===== src/rtl/game_frame_handoff.sv =====
// rtl/game_frame_handoff.sv - tear-free single-entry snapshot handoff into the displayed VGA frame
//
// Purpose:
//   Game logic offers game_state_t snapshots over a valid/ready handshake.
//   The handoff holds one pending snapshot and copies it into VGA_frame only
//   while the decoder reports blanking. It copies at most once per blanking
//   interval, so active video never sees a partially updated frame.
//
// Ports:
//   clk                  in   system clock (same domain as game_decoder)
//   reset                in   synchronous, active-high
//   game_frame_valid     in   producer offers game_frame this cycle
//   game_frame           in   snapshot from game logic
//   game_frame_ready     out  handshake ready (combinational); transfer = valid & ready
//   VGA_new_frame_ready  in   high = blanking, safe to swap
//   VGA_frame            out  frame displayed by game_decoder (registered)
//   frame_committed      out  one-cycle pulse, asserted while VGA_frame first shows a new commit
//   frame_count          out  number of commits, wraps to 0
//   frames_dropped       out  overwritten snapshots, saturates at all-ones

package game_state_pkg;
  typedef struct packed {
    logic [3:0][3:0] screen;
    logic [7:0]      score;
  } game_state_t;
endpackage

module game_frame_handoff
  import game_state_pkg::*;
#(
  parameter logic OVERWRITE      = 1'b0,
  parameter int   DROP_CNT_BITS  = 8,
  parameter int   FRAME_CNT_BITS = 16
) (
  input  logic                      clk,
  input  logic                      reset,
  input  logic                      game_frame_valid,
  input  game_state_t               game_frame,
  output logic                      game_frame_ready,
  input  logic                      VGA_new_frame_ready,
  output game_state_t               VGA_frame,
  output logic                      frame_committed,
  output logic [FRAME_CNT_BITS-1:0] frame_count,
  output logic [DROP_CNT_BITS-1:0]  frames_dropped
);

  typedef enum logic {
    DONE  = 1'b0,
    ARMED = 1'b1
  } state_t;

  state_t      state;
  state_t      state_next;
  logic        commit;
  logic        transfer;
  logic        overwrite_drop;
  logic        pend_v;
  game_state_t pending;

  // In back-pressure mode ready depends only on the pending flag, so there is
  // no combinational path from the decoder's blanking signal to the producer.
  generate
    if (OVERWRITE) begin : g_ready_overwrite
      assign game_frame_ready = ~reset;
    end else begin : g_ready_backpressure
      assign game_frame_ready = ~pend_v;
    end
  endgenerate

  assign transfer = game_frame_valid & game_frame_ready;

  // A transfer that lands in the same cycle as a commit refills the buffer
  // after the old contents were consumed, so it does not count as a drop.
  assign overwrite_drop = OVERWRITE & transfer & pend_v & ~commit;

  always_ff @(posedge clk) begin
    if (reset) begin
      state <= DONE;
    end else begin
      state <= state_next;
    end
  end

  // DONE waits for active video before re-arming, which caps commits at one
  // per blanking interval. ARMED stays armed through an empty blank so a
  // late arrival inside the same blank still gets displayed.
  always_comb begin
    state_next = state;
    commit     = 1'b0;
    case (state)
      ARMED: begin
        if (VGA_new_frame_ready && pend_v) begin
          commit     = 1'b1;
          state_next = DONE;
        end
      end
      DONE: begin
        if (!VGA_new_frame_ready) begin
          state_next = ARMED;
        end
      end
      default: state_next = DONE;
    endcase
  end

  always_ff @(posedge clk) begin
    if (reset) begin
      pend_v          <= 1'b0;
      pending         <= '0;
      VGA_frame       <= '0;
      frame_committed <= 1'b0;
      frame_count     <= '0;
      frames_dropped  <= '0;
    end else begin
      frame_committed <= commit;

      if (commit) begin
        VGA_frame   <= pending;
        frame_count <= frame_count + FRAME_CNT_BITS'(1);
      end

      // Commit reads the old pending value; a simultaneous transfer overwrites
      // it afterwards and keeps the buffer full.
      if (transfer) begin
        pending <= game_frame;
        pend_v  <= 1'b1;
      end else if (commit) begin
        pend_v  <= 1'b0;
      end

      if (overwrite_drop && (frames_dropped != '1)) begin
        frames_dropped <= frames_dropped + DROP_CNT_BITS'(1);
      end
    end
  end

endmodule

===== config.mk =====
export PLATFORM = sky130hd
export DESIGN_NAME = game_frame_handoff
export DESIGN_NICKNAME = d
export VERILOG_FILES = /design/src/rtl/game_frame_handoff.sv
export SDC_FILE = /design/constraint.sdc
export NUM_CORES = 1
export LEC_CHECK = 0
export CAP_MARGIN = 5
export CORE_MARGIN = 10
export CORE_UTILIZATION = 46
export CTS_CLUSTER_DIAMETER = 50
export DETAILED_ROUTE_END_ITERATION = 7
export PLACE_DENSITY = 0.79
export RECOVER_POWER = 50
export SLEW_MARGIN = 20
export SYNTH_ARGS = -nofsm -noshare
export SYNTH_HDL_FRONTEND = slang
export SYNTH_SLANG_ARGS = --single-unit

===== constraint.sdc =====
create_clock -name clk -period 2 [get_ports clk]
set_input_delay 0.3 -clock clk [delete_from_list [all_inputs] [get_ports clk]]
set_output_delay 0.3 -clock clk [all_outputs]
set_load 0.05 [all_outputs]

==> flow_summary.ini <==
[drt]
wire_per_inst_um = 13.7
vias = 2201
first_iter_violations = 133
wl_um = 6250
drtPass1Iterations = 4
postRouteAntennaNets = 0
viasPerCell = 4.81
drcViolationCount = 0

[synthesis]
ys_seq_elements = 67
synthAdderAreaFrac = 0.00500
synth_top_cell_area_share = 0.536
syn-instance-count = 313
yosys.area_share.simple = 0.245
synth_top_family_by_area = simple AND/OR/NAND/NOR gates
synth_xor_area_frac = 0.0315
ys_warn_count = 0
ys_top_cells_by_area = dfxtp_1 (54%), nand2_1 (16%), a21oi_1 (11%)
synth_mux_area_frac = 0
yosysTopAreaCell = dfxtp_1
synth_area_um2 = 2500
yosysUniqueCellTypes = 27
synth_seq_area_share = 0.536
synth_compound_area_frac = 0.126
syn_area_per_cell_um2 = 8.00

[global_route]
grt_use_total = 0.147
antenna_found_initial = 0
grt_start_max_net_pins = 27
grt_pass1_wl_um = 10400
gr-total-overflow = 0
grt_pass1_vias = 2202

[clock_tree]
worst_skew_pair.late_latency_ns = 0.32
cts.path.max_buffers = 2
cts-root-buf = clkbuf_8
clock-sinks = 67
cts_tree = built
numCtsBuffers = 9
ctsResizeCount = 0
post-cts-setup-buffer-count = 0
cts_hold_buf = 0
path_clk_slew_ns = 0.07
htreeDepth = 3

[setup_path]
path_cells = clkdlybuf4s50_1
worstSetupPathType = reg2out
cp_slowest_cell = clkdlybuf4s50_1
crit_family = buffers and inverters
startpoint = frame_count[7]$_SDFFE_PP0P_
cp_slowest_stage_delay_ns = 0.85
required_ns = 1.70
cp-start-kind = flop
crit_arrival_ns = 1.61
crit_fanout = 6
reg2reg_from = frame_count[7]$_SDFFE_PP0P_
endpoint_kind = output port
crit_buf_inv = 1

[placed_design]
portBuffers = 69
dp_hpwl_um = 4500
routabilityCongestion = 0.861

[die]
start_util = 0.481
die_h_um = 93.8
dieArea_um2 = 8790
coreArea_um2 = 5200
dieWidth_um = 93.8
ios = 78
rows = 26

[worst_hold_path]
min_from = reset
hp-class = in2reg

[timing]
tightest_slew_ns = 0.565
final_max_slew_viol_count = 0
setup_viol = 0
rsz0062_at_grt = false
period_needed_ns = 1.91
fmax_mhz = 524
tns_ns = 0
finalCritPeriodShare = 0.955
clock_skew_ns = 0.0103
relSlewSlack = 0.623
final-hold-violation-count = 0
holdWs_ns = 0.418

[finish]
area_delta_synth_final_pct = 36.9
num_antenna_cells = 0
fillCellCount = 486
layout-drive-gt1-share = 0.0722
fin_nets = 414

[power]
p_total_w = 0.00267
pwr-share-seq = 0.521
leakagePower_nw = 1.20
p_comb_frac = 0.087
sw_frac_of_total = 0.231
pwr-share-clk = 0.392
p_switching_w = 0.000615
p_int_w = 0.00205
ir_worst_vdd_mv = 0.462
power.density_nw_per_um2 = 777

[flow_run]
max_cap_violations = 0

[run_status]
status = finished clean
==> cell usage in the layout, fill, tap and decap left out, drive strengths merged, types with 2 or more instances in the layout <==
cell type	n
nand2	106
dfxtp	67
clkdlybuf4s50	66
a21oi	56
clkbuf	16
nor2	11
conb	8
nand3	7
xnor2	6
buf	6
or3	5
inv	4
o21ai	4
nor4	3
nor3	3
xor2	3
nand4	3
o31ai	2
or4	2
clkinv	2
==> Yosys cell counts <==
| cell type | count |
|---|---|
| or3_4 | 1 |
| nand2_1 | 106 |
| conb_1 | 1 |
| and4_1 | 1 |
| inv_1 | 4 |
| or3_2 | 1 |
| xor2_1 | 3 |
| xnor2_1 | 6 |
| o31ai_1 | 2 |
| buf_1 | 3 |
| or3_1 | 3 |
| nor2b_1 | 1 |
| dfxtp_1 | 67 |
| nor2_1 | 11 |
| a21oi_1 | 56 |
| buf_4 | 8 |
| o21ai_0 | 4 |
| nor4_1 | 3 |
| or4_1 | 2 |
| nand4_1 | 2 |
| clkbuf_1 | 14 |
| nand4_2 | 1 |
| nand3_1 | 7 |
| nor3_1 | 3 |
| or2_1 | 1 |
| ha_1 | 1 |
| and3_1 | 1 |
==> layer usage <==
layer / vias up / global-route usage / wire, µm
met2: 58 / 0.242 / 3010
met4: 0 / 0.0570 / 42
met5: - / 0 / 0
li1: 1150 / - / -
met1: 988 / 0.168 / 2700
met3: 5 / 0.0568 / 495
==> logic make-up (layout without fill, tap and decap cells) <==
family                     Yosys count  count (layout)
other                                1               8
and+or+nand+nor                    144             144
DFF                                 67              67
buffers and inverters               29              97
adders and majority gates            1               1
xor gates and xnor gates             9               9
AOI/OAI and AO/OA                   62              62
==> power groups by stage <==
stage / clock (W) / sequential, W / combinational (W)
finish: 0.00104 / 0.00139 / 0.000231
global route: 0.00115 / 0.00139 / 0.000252
CTS: 0.00107 / 0.00139 / 0.000236
floorplan: 0 / 0.00143 / 0.000133
detailed placement: 0 / 0.00142 / 0.000235
global placement: 0 / 0.00142 / 0.000232
==> through the flow <==
step           cell area (µm²)  instances  setup WS [ns]   util
2_1_floorplan             2530        320         0.0204      -
6_report                  3430        458         0.0907  0.659
3_5_place_dp              3260        444         0.0511  0.626
5_1_grt                   3430        458        0.00563  0.659
3_3_place_gp              3260        444          0.114  0.626
4_1_cts                   3440        458         0.0420  0.661
==> flip-flops by register name (all words and copies together) (netlist names) <==
| register | count |
|---|---|
| pending | 24 |
| VGA_frame | 24 |
| frame_committed | 1 |
| state | 1 |
| frame_count | 16 |
| pend_v | 1 |
==> path summary, 6_finish.rpt <==
| check | endpoint | slack (ns) | cells after the start |
|---|---|---|---|
| worst max-delay path | frame_count[7] | 0.09 | 1 |
| worst min-delay path | frame_count[9]$_SDFFE_PP0P_ | 0.42 | 2 |
| worst max register to register | frame_count[15]$_SDFFE_PP0P_ | 0.27 | 4 |
| worst min register to register | VGA_frame[23]$_SDFFE_PP0P_ | 0.44 | 2 |
==> final cells by class <==
| type | count | area, µm² | area share |
|---|---|---|---|
| flip-flops and latches | 67 | 1340 | 0.392 |
| clock inverters | 3 | 40.0 | 0.0117 |
| repair buffers | 79 | 748 | 0.218 |
| inverters | 4 | 15.0 | 0.00438 |
| multi-input cells | 224 | 1050 | 0.307 |
| clock buffers | 11 | 141 | 0.0412 |
| well taps | 70 | 87.6 | 0.0255 |
(Power assumes the default switching activity.)
